<file path="config.mk">
export PLATFORM = sky130hd
export DESIGN_NAME = add_issue_sched
export DESIGN_NICKNAME = d
export VERILOG_FILES = /design/src/rtl/add_issue_sched.sv
export SDC_FILE = /design/constraint.sdc
export NUM_CORES = 1
export LEC_CHECK = 0
export CAP_MARGIN = 20
export CORE_MARGIN = 5
export CORE_UTILIZATION = 35
export CTS_CLUSTER_DIAMETER = 120
export DETAILED_ROUTE_END_ITERATION = 6
export DONT_BUFFER_PORTS = 1
export PLACE_DENSITY = 0.57
export SETUP_SLACK_MARGIN = 0.1
export SYNTH_ARGS = -nofsm -noshare
export SYNTH_HDL_FRONTEND = slang
export SYNTH_SLANG_ARGS = --single-unit
</file>
<file path="constraint.sdc">
create_clock -name clk1 -period 7 [get_ports clk1]
set_input_delay 0.7 -clock clk1 [delete_from_list [all_inputs] [get_ports clk1]]
set_output_delay 0.7 -clock clk1 [all_outputs]
set_load 0.02 [all_outputs]
</file>
<file path="src/rtl/add_issue_sched.sv">
// add_issue_sched: issue and writeback scheduler for the add/sub reservation
// stations. It picks ready entries round-robin, hands them to idle add units,
// times the fixed exec latency and arbitrates the single CDB among finishers.
// Optional perf counters are built when ADD_ISSUE_SCHED_PERF_EN is defined;
// otherwise perf_issue/perf_stall are tied to zero.
module add_issue_sched #(
  parameter int NUM_RS  = 3,
  parameter int NUM_EU  = 2,
  parameter int ADD_LAT = 2,
  parameter int DATA_W  = 8,
  parameter int REG_W   = 4,
  parameter int ROB_W   = 3
) (
  input  logic                       clk1,
  input  logic                       rst,
  input  logic [NUM_RS-1:0]          rs_busy,
  input  logic [NUM_RS-1:0]          rs_rdy1,
  input  logic [NUM_RS-1:0]          rs_rdy2,
  input  logic [4*NUM_RS-1:0]        rs_func,
  input  logic [REG_W*NUM_RS-1:0]    rs_rd,
  input  logic [ROB_W*NUM_RS-1:0]    rs_rob,
  input  logic [DATA_W*NUM_RS-1:0]   rs_v1,
  input  logic [DATA_W*NUM_RS-1:0]   rs_v2,
  output logic [NUM_EU-1:0]          eu_start,
  output logic [4*NUM_EU-1:0]        eu_func,
  output logic [DATA_W*NUM_EU-1:0]   eu_a,
  output logic [DATA_W*NUM_EU-1:0]   eu_b,
  input  logic [2*DATA_W*NUM_EU-1:0] eu_res,
  output logic                       cdb_valid,
  output logic [REG_W-1:0]           cdb_rd,
  output logic [ROB_W-1:0]           cdb_rob,
  output logic [2*DATA_W-1:0]        cdb_data,
  output logic [NUM_RS-1:0]          rs_clr,
  output logic                       err_func,
  output logic [15:0]                perf_issue,
  output logic [15:0]                perf_stall
);
  localparam int RS_IW = (NUM_RS > 1) ? $clog2(NUM_RS) : 1;
  localparam int EU_IW = (NUM_EU > 1) ? $clog2(NUM_EU) : 1;
  localparam int CNT_W = $clog2(ADD_LAT + 1);
  localparam int RES_W = 2 * DATA_W;

  typedef enum logic [1:0] {EU_IDLE, EU_EXEC, EU_WB} eu_st_e;

  eu_st_e             st_q   [NUM_EU];
  logic [CNT_W-1:0]   cnt_q  [NUM_EU];
  logic [RS_IW-1:0]   idx_q  [NUM_EU];
  logic [REG_W-1:0]   rd_q   [NUM_EU];
  logic [ROB_W-1:0]   rob_q  [NUM_EU];
  logic [RES_W-1:0]   res_q  [NUM_EU];

  logic [NUM_RS-1:0]  inflight_q, inflight_d;
  logic [RS_IW-1:0]   rs_ptr_q, rs_ptr_d;
  logic [EU_IW-1:0]   gnt_ptr_q, gnt_ptr_d;
  logic [NUM_EU-1:0]  eu_start_q;
  logic [4*NUM_EU-1:0]      eu_func_q;
  logic [DATA_W*NUM_EU-1:0] eu_a_q, eu_b_q;
  logic               cdb_valid_q;
  logic [REG_W-1:0]   cdb_rd_q;
  logic [ROB_W-1:0]   cdb_rob_q;
  logic [RES_W-1:0]   cdb_data_q;
  logic [NUM_RS-1:0]  rs_clr_q;
  logic               err_q;

  logic [NUM_RS-1:0]  elig, bad;
  logic               iss_v, eu_free;
  logic [RS_IW-1:0]   iss_idx;
  logic [EU_IW-1:0]   iss_eu;
  logic [NUM_EU-1:0]  wb_req, gnt_oh;
  logic               gnt_v;
  logic [EU_IW-1:0]   gnt_eu;

  // Classify entries: issuable add/sub (func 000x) vs ready with an illegal func.
  always_comb begin
    elig = '0;
    bad  = '0;
    for (int i = 0; i < NUM_RS; i++) begin
      elig[i] = rs_busy[i] & rs_rdy1[i] & rs_rdy2[i] & ~inflight_q[i] &
                (rs_func[4*i+1 +: 3] == 3'b000);
      bad[i]  = rs_busy[i] & rs_rdy1[i] & rs_rdy2[i] &
                (rs_func[4*i+1 +: 3] != 3'b000);
    end
  end

  // Round-robin entry pick starting at rs_ptr_q, paired with the lowest idle unit.
  always_comb begin
    logic [RS_IW-1:0] ri;
    ri      = '0;
    iss_v   = 1'b0;
    iss_idx = '0;
    eu_free = 1'b0;
    iss_eu  = '0;
    for (int u = NUM_EU - 1; u >= 0; u--) begin
      if (st_q[u] == EU_IDLE) begin
        eu_free = 1'b1;
        iss_eu  = EU_IW'(u);
      end
    end
    for (int k = 0; k < NUM_RS; k++) begin
      ri = RS_IW'((int'(rs_ptr_q) + k) % NUM_RS);
      if (!iss_v && elig[ri]) begin
        iss_v   = 1'b1;
        iss_idx = ri;
      end
    end
    iss_v = iss_v & eu_free;
  end

  // Round-robin CDB grant among units holding a finished result.
  always_comb begin
    logic [EU_IW-1:0] ui;
    ui     = '0;
    gnt_v  = 1'b0;
    gnt_eu = '0;
    wb_req = '0;
    gnt_oh = '0;
    for (int u = 0; u < NUM_EU; u++) wb_req[u] = (st_q[u] == EU_WB);
    for (int k = 0; k < NUM_EU; k++) begin
      ui = EU_IW'((int'(gnt_ptr_q) + k) % NUM_EU);
      if (!gnt_v && wb_req[ui]) begin
        gnt_v  = 1'b1;
        gnt_eu = ui;
      end
    end
    if (gnt_v) gnt_oh[gnt_eu] = 1'b1;
  end

  assign rs_ptr_d  = (iss_idx == RS_IW'(NUM_RS - 1)) ? '0 : iss_idx + 1'b1;
  assign gnt_ptr_d = (gnt_eu == EU_IW'(NUM_EU - 1)) ? '0 : gnt_eu + 1'b1;

  // In-flight mask: retiring entry released, newly issued entry claimed.
  always_comb begin
    inflight_d = inflight_q;
    if (gnt_v) inflight_d[idx_q[gnt_eu]] = 1'b0;
    if (iss_v) inflight_d[iss_idx] = 1'b1;
  end

  // Unit FSMs, pointers and all registered outputs.
  always_ff @(posedge clk1 or posedge rst) begin
    if (rst) begin
      for (int u = 0; u < NUM_EU; u++) begin
        st_q[u]  <= EU_IDLE;
        cnt_q[u] <= '0;
      end
      inflight_q  <= '0;
      rs_ptr_q    <= '0;
      gnt_ptr_q   <= '0;
      eu_start_q  <= '0;
      eu_func_q   <= '0;
      eu_a_q      <= '0;
      eu_b_q      <= '0;
      cdb_valid_q <= 1'b0;
      cdb_rd_q    <= '0;
      cdb_rob_q   <= '0;
      cdb_data_q  <= '0;
      rs_clr_q    <= '0;
      err_q       <= 1'b0;
    end else begin
      eu_start_q  <= '0;
      cdb_valid_q <= 1'b0;
      rs_clr_q    <= '0;
      err_q       <= err_q | (|bad);
      inflight_q  <= inflight_d;
      for (int u = 0; u < NUM_EU; u++) begin
        case (st_q[u])
          EU_EXEC: begin
            if (cnt_q[u] == CNT_W'(1)) st_q[u] <= EU_WB;
            else                       cnt_q[u] <= cnt_q[u] - 1'b1;
          end
          EU_WB:   if (gnt_oh[u]) st_q[u] <= EU_IDLE;
          default: ;
        endcase
      end
      if (gnt_v) begin
        cdb_valid_q <= 1'b1;
        cdb_rd_q    <= rd_q[gnt_eu];
        cdb_rob_q   <= rob_q[gnt_eu];
        cdb_data_q  <= res_q[gnt_eu];
        rs_clr_q[idx_q[gnt_eu]] <= 1'b1;
        gnt_ptr_q   <= gnt_ptr_d;
      end
      // A unit granted this edge is not IDLE in st_q yet, so it cannot be reused here.
      if (iss_v) begin
        st_q[iss_eu]       <= EU_EXEC;
        cnt_q[iss_eu]      <= CNT_W'(ADD_LAT);
        eu_start_q[iss_eu] <= 1'b1;
        eu_func_q[4*iss_eu +: 4]         <= rs_func[4*iss_idx +: 4];
        eu_a_q[DATA_W*iss_eu +: DATA_W]  <= rs_v1[DATA_W*iss_idx +: DATA_W];
        eu_b_q[DATA_W*iss_eu +: DATA_W]  <= rs_v2[DATA_W*iss_idx +: DATA_W];
        rs_ptr_q <= rs_ptr_d;
      end
    end
  end

  // Per-unit payload: tags captured at issue, result captured on the last exec cycle.
  always_ff @(posedge clk1) begin
    if (iss_v) begin
      idx_q[iss_eu] <= iss_idx;
      rd_q[iss_eu]  <= rs_rd[REG_W*iss_idx +: REG_W];
      rob_q[iss_eu] <= rs_rob[ROB_W*iss_idx +: ROB_W];
    end
    for (int u = 0; u < NUM_EU; u++) begin
      if (st_q[u] == EU_EXEC && cnt_q[u] == CNT_W'(1))
        res_q[u] <= eu_res[RES_W*u +: RES_W];
    end
  end

  assign eu_start  = eu_start_q;
  assign eu_func   = eu_func_q;
  assign eu_a      = eu_a_q;
  assign eu_b      = eu_b_q;
  assign cdb_valid = cdb_valid_q;
  assign cdb_rd    = cdb_rd_q;
  assign cdb_rob   = cdb_rob_q;
  assign cdb_data  = cdb_data_q;
  assign rs_clr    = rs_clr_q;
  assign err_func  = err_q;

`ifdef ADD_ISSUE_SCHED_PERF_EN
  logic [15:0] perf_issue_q, perf_stall_q;
  logic        stall;
  assign stall = |(wb_req & ~gnt_oh);

  // Saturating issue and CDB-stall counters.
  always_ff @(posedge clk1 or posedge rst) begin
    if (rst) begin
      perf_issue_q <= '0;
      perf_stall_q <= '0;
    end else begin
      if (iss_v && perf_issue_q != 16'hFFFF) perf_issue_q <= perf_issue_q + 16'd1;
      if (stall && perf_stall_q != 16'hFFFF) perf_stall_q <= perf_stall_q + 16'd1;
    end
  end

  assign perf_issue = perf_issue_q;
  assign perf_stall = perf_stall_q;
`else
  assign perf_issue = '0;
  assign perf_stall = '0;
`endif

endmodule

</file>
==> results.md <==
* Switch share at 21.1%
* Post-synth top area share at 35.6%
* All-layer global routing usage at 14.7%
* Data arrival, critical path at 3.48 ns
* Wirelength per Cell at 19.5 um
* # clock sinks at 134
* RSZ-0062 raised after global routing: no
* Switching pwr at 0.367 mW
* Wl on met1 at 5.56 mm
* # diodes at 0
* Crit path time final at 3.19 ns
* Yosys top cell by area: dfrtp_1
* Relative slew margins at 31.0%
* Max Root-Sink Buffers at 2
* Ys Warns at 0
* Sequential share of the synthesized area at 61.1%
* CP Class: reg -> reg
* Required @ worst endpoint at 7.29 ns
* Fraction of layout cells with a size suffix above 1 at 9.39%
* Comb pwr share at 2.1%
* Crit. End Element: flip-flop
* First-pass GRT wire length at 22.2 mm
* 1st-iter DRT viols at 178
* Initial antenna violation count at 0
* Die ar. at 19600 um2
* Hold WC Path Type: in -> async
* DRT Pass-1 Iters at 5
* Remaining Overflow, GRT at 0
* Die X at 140 um
* Total negative setup slack at 0 ns
* ANT nets after route at 0
* TritonCTS buffer count at 17
* Routed via count at 3788
* Clock slew seen by the registers of the worst setup and hold paths at 0.06 ns
* Synth area leaders: dfrtp_1, edfxtp_1, a22oi_1, nand2_1, buf_4
* I/O Pins at 226
* Layout overhead on the synthesized area at 11.9%
* Peak VDD IR at 0.000156 V
* Flop pwr share at 46.9%
* Chip Height at 140 um
* Final setup vio count at 0
* FMAX at 0.313 GHz
* Highest net fanout along the worst path at 40
* Post_cts resized at 0
* Number of global-route vias before repair at 4029
* CP startpoint kind: flip-flop
* Highest metal used: met4
* Leak Pwr at 2.76 nW
* Clock H-tree levels at 4
* Number of synthesized register bits at 134
* Clk_lat worst skew at 0.41 ns
* Design Area, Final at 6600 um2
* Placed Area at 5970 um2
* Routed wl met3 at 1.40 mm
* PwrDens at 263 nW/um2
* Ys async rst share at 62.7%
* Final Hold Viols at 0
* Dpl hpwl at 9.74 mm
* Largest net degree at the start of global routing at 85
* Synth Flop Type: dfrtp_1
* Finished Layout Cells at 742
* Number of synthesized flops with an enable pin at 50
* Setup bufs post-CTS at 0
* Synthesized area at 5900 um2
* Max-cap violations at 0
* Clock Power Share at 51.0%
* CTS tree: done
* Site Rows at 47
* Fin. max-slew vios at 0
* Placer Congestion at 0.768
* Netlist cell types at 48
* Placed Cells at 708
* Fin crit share at 45.6%
* Starting density of the core at 35.6%
* Gate Count Post-Synth at 512
* Slew of the pin with the lowest slew margin at 1.03 ns
* Syn avg cell area at 11.5 um2
* Final wirelength at 14.5 mm
* DRC viols at 0
* Status: completed
* CTS Root Buffer Type: clkbuf_16
* Met2 wire length at 7.23 mm
* Core outline area at 16600 um2
* Vias/cell at 5.11
* Port Buffers at 0
* Power Internal at 1.37 mW
* Nets at 647
* # hold bufs at CTS at 0
* Skew final at 0.0108 ns
-- state kept, by name (all words and copies together) (netlist names), 6 cells and up --
signal,cells
rob_q,6
eu_a,16
cdb_data,16
res_q,32
rd_q,8
eu_b,16
eu_func,8
-- cell type report --
cell class                      count  area, um2
Clock buffer                       22        465
Clock inverter                     10        120
Fill cell                        1601       9980
Inverter                           24       91.3
Multi-Input combinational cell    325       1960
Sequential cell                   134       3600
Tap cell                          220        275
Timing Repair Buffer                7       85.1
-- synthesized netlist by cell type (9+ instances only) --
master / number
a22oi_1: 43
edfxtp_1: 50
ha_1: 14
dfrtp_1: 84
a21oi_1: 19
clkbuf_1: 14
buf_4: 32
o21ai_0: 22
nand2_1: 68
a2bb2oi_1: 13
buf_2: 9
nor2_1: 31
inv_1: 24
o21ai_1: 15
-- through the flow --
step / util (%) / hold slack, ns / total power [mW] / setup slack (ns)
final: 39.8 / 0.181 / 1.74 / 3.81
after global routing: 39.8 / 0.178 / 1.80 / 3.54
after CTS: 39.5 / 0.357 / 1.76 / 3.73
after detailed placement: 36.0 / 0.428 / 0.865 / 3.50
after global placement: 36.0 / 0.424 / 0.864 / 3.52
after floorplan: - / 0.422 / 0.873 / 4.13
-- kinds of logic (layout without fill, tap and decap cells) --
logic type	after synthesis	count (layout)	share of synthesized area, %
adder cells (fa/ha/maj)	15	15	3.14
other	1	32	0.0636
AND/OR/NAND/NOR	132	132	9.78
multiplexers	6	6	1.02
flip-flops	134	134	61.1
AO/OA/AOI/OAI	140	140	16.6
buffers and inverters	84	63	8.27
-- power by group through the flow --
stage          sequential [mW]  combinational (mW)  clock [mW]
2_1_floorplan            0.830              0.0433           0
3_3_place_gp             0.830              0.0341           0
3_5_place_dp             0.830              0.0353           0
4_1_cts                  0.815              0.0353       0.909
5_1_grt                  0.814              0.0414       0.944
6_report                 0.815              0.0371       0.885
-- path summary, 6_finish.rpt --
path | cells after the start | end | from | slack (ns)
worst min register to register | 2 | cdb_data[2] | res_q[0][2] | 0.44
min in group clk1 | 0 | res_q[1][10] | eu_res[26] | 0.38
worst max-delay path | 7 | cnt_q[0] | rs_ptr_q[0] | 3.81
worst min-delay path | 2 | eu_b[10] | rst | 0.18
max in group asynchronous | 3 | cdb_valid | rst | 6.19
worst max register to register | 7 | cnt_q[0] | rs_ptr_q[0] | 3.81
-- critical path, cell delays in order (launching register included) --
cell       delay (ns)
dfrtp_1          0.38
inv_1            0.08
ha_1             0.33
inv_1            0.15
maj3_1           0.41
o2111ai_4        0.81
inv_1            0.52
a211oi_1         0.40
-- routing by layer --
layer / vias to the layer above / global-route usage [%]
met4: 0 / 6.53
met5: - / 0
li1: 1744 / -
met3: 23 / 5.97
met2: 214 / 25.6
met1: 1807 / 15.8
-- cells in the final DEF, fill, tap and decap left out, types with 2 or more instances in the layout --
cell type | netlist | routed
o22ai_1 | 3 | 3
a21oi_1 | 19 | 19
conb_1 | 1 | 32
o21ai_0 | 22 | 22
o21ai_1 | 15 | 15
a211oi_1 | 2 | 2
a21o_1 | 2 | 2
inv_1 | 24 | 23
or3_1 | 4 | 4
nor3b_1 | 2 | 2
nand2_1 | 68 | 68
edfxtp_1 | 50 | 50
clkinv_4 | 0 | 2
clkbuf_16 | 0 | 18
nor3_1 | 5 | 5
a31oi_1 | 3 | 3
ha_1 | 14 | 14
nor2b_1 | 5 | 5
o211ai_1 | 3 | 3
buf_4 | 32 | 5
inv_6 | 0 | 3
nor2_1 | 31 | 30
nand3_1 | 5 | 5
bufinv_16 | 0 | 2
clkbuf_1 | 14 | 4
a2bb2oi_2 | 4 | 4
and2_1 | 6 | 6
a22oi_1 | 43 | 43
clkinv_2 | 0 | 3
a2bb2oi_1 | 13 | 13
dfrtp_1 | 84 | 84
mux2i_1 | 6 | 6
Note: power is estimated with default switching activity, not from simulation.
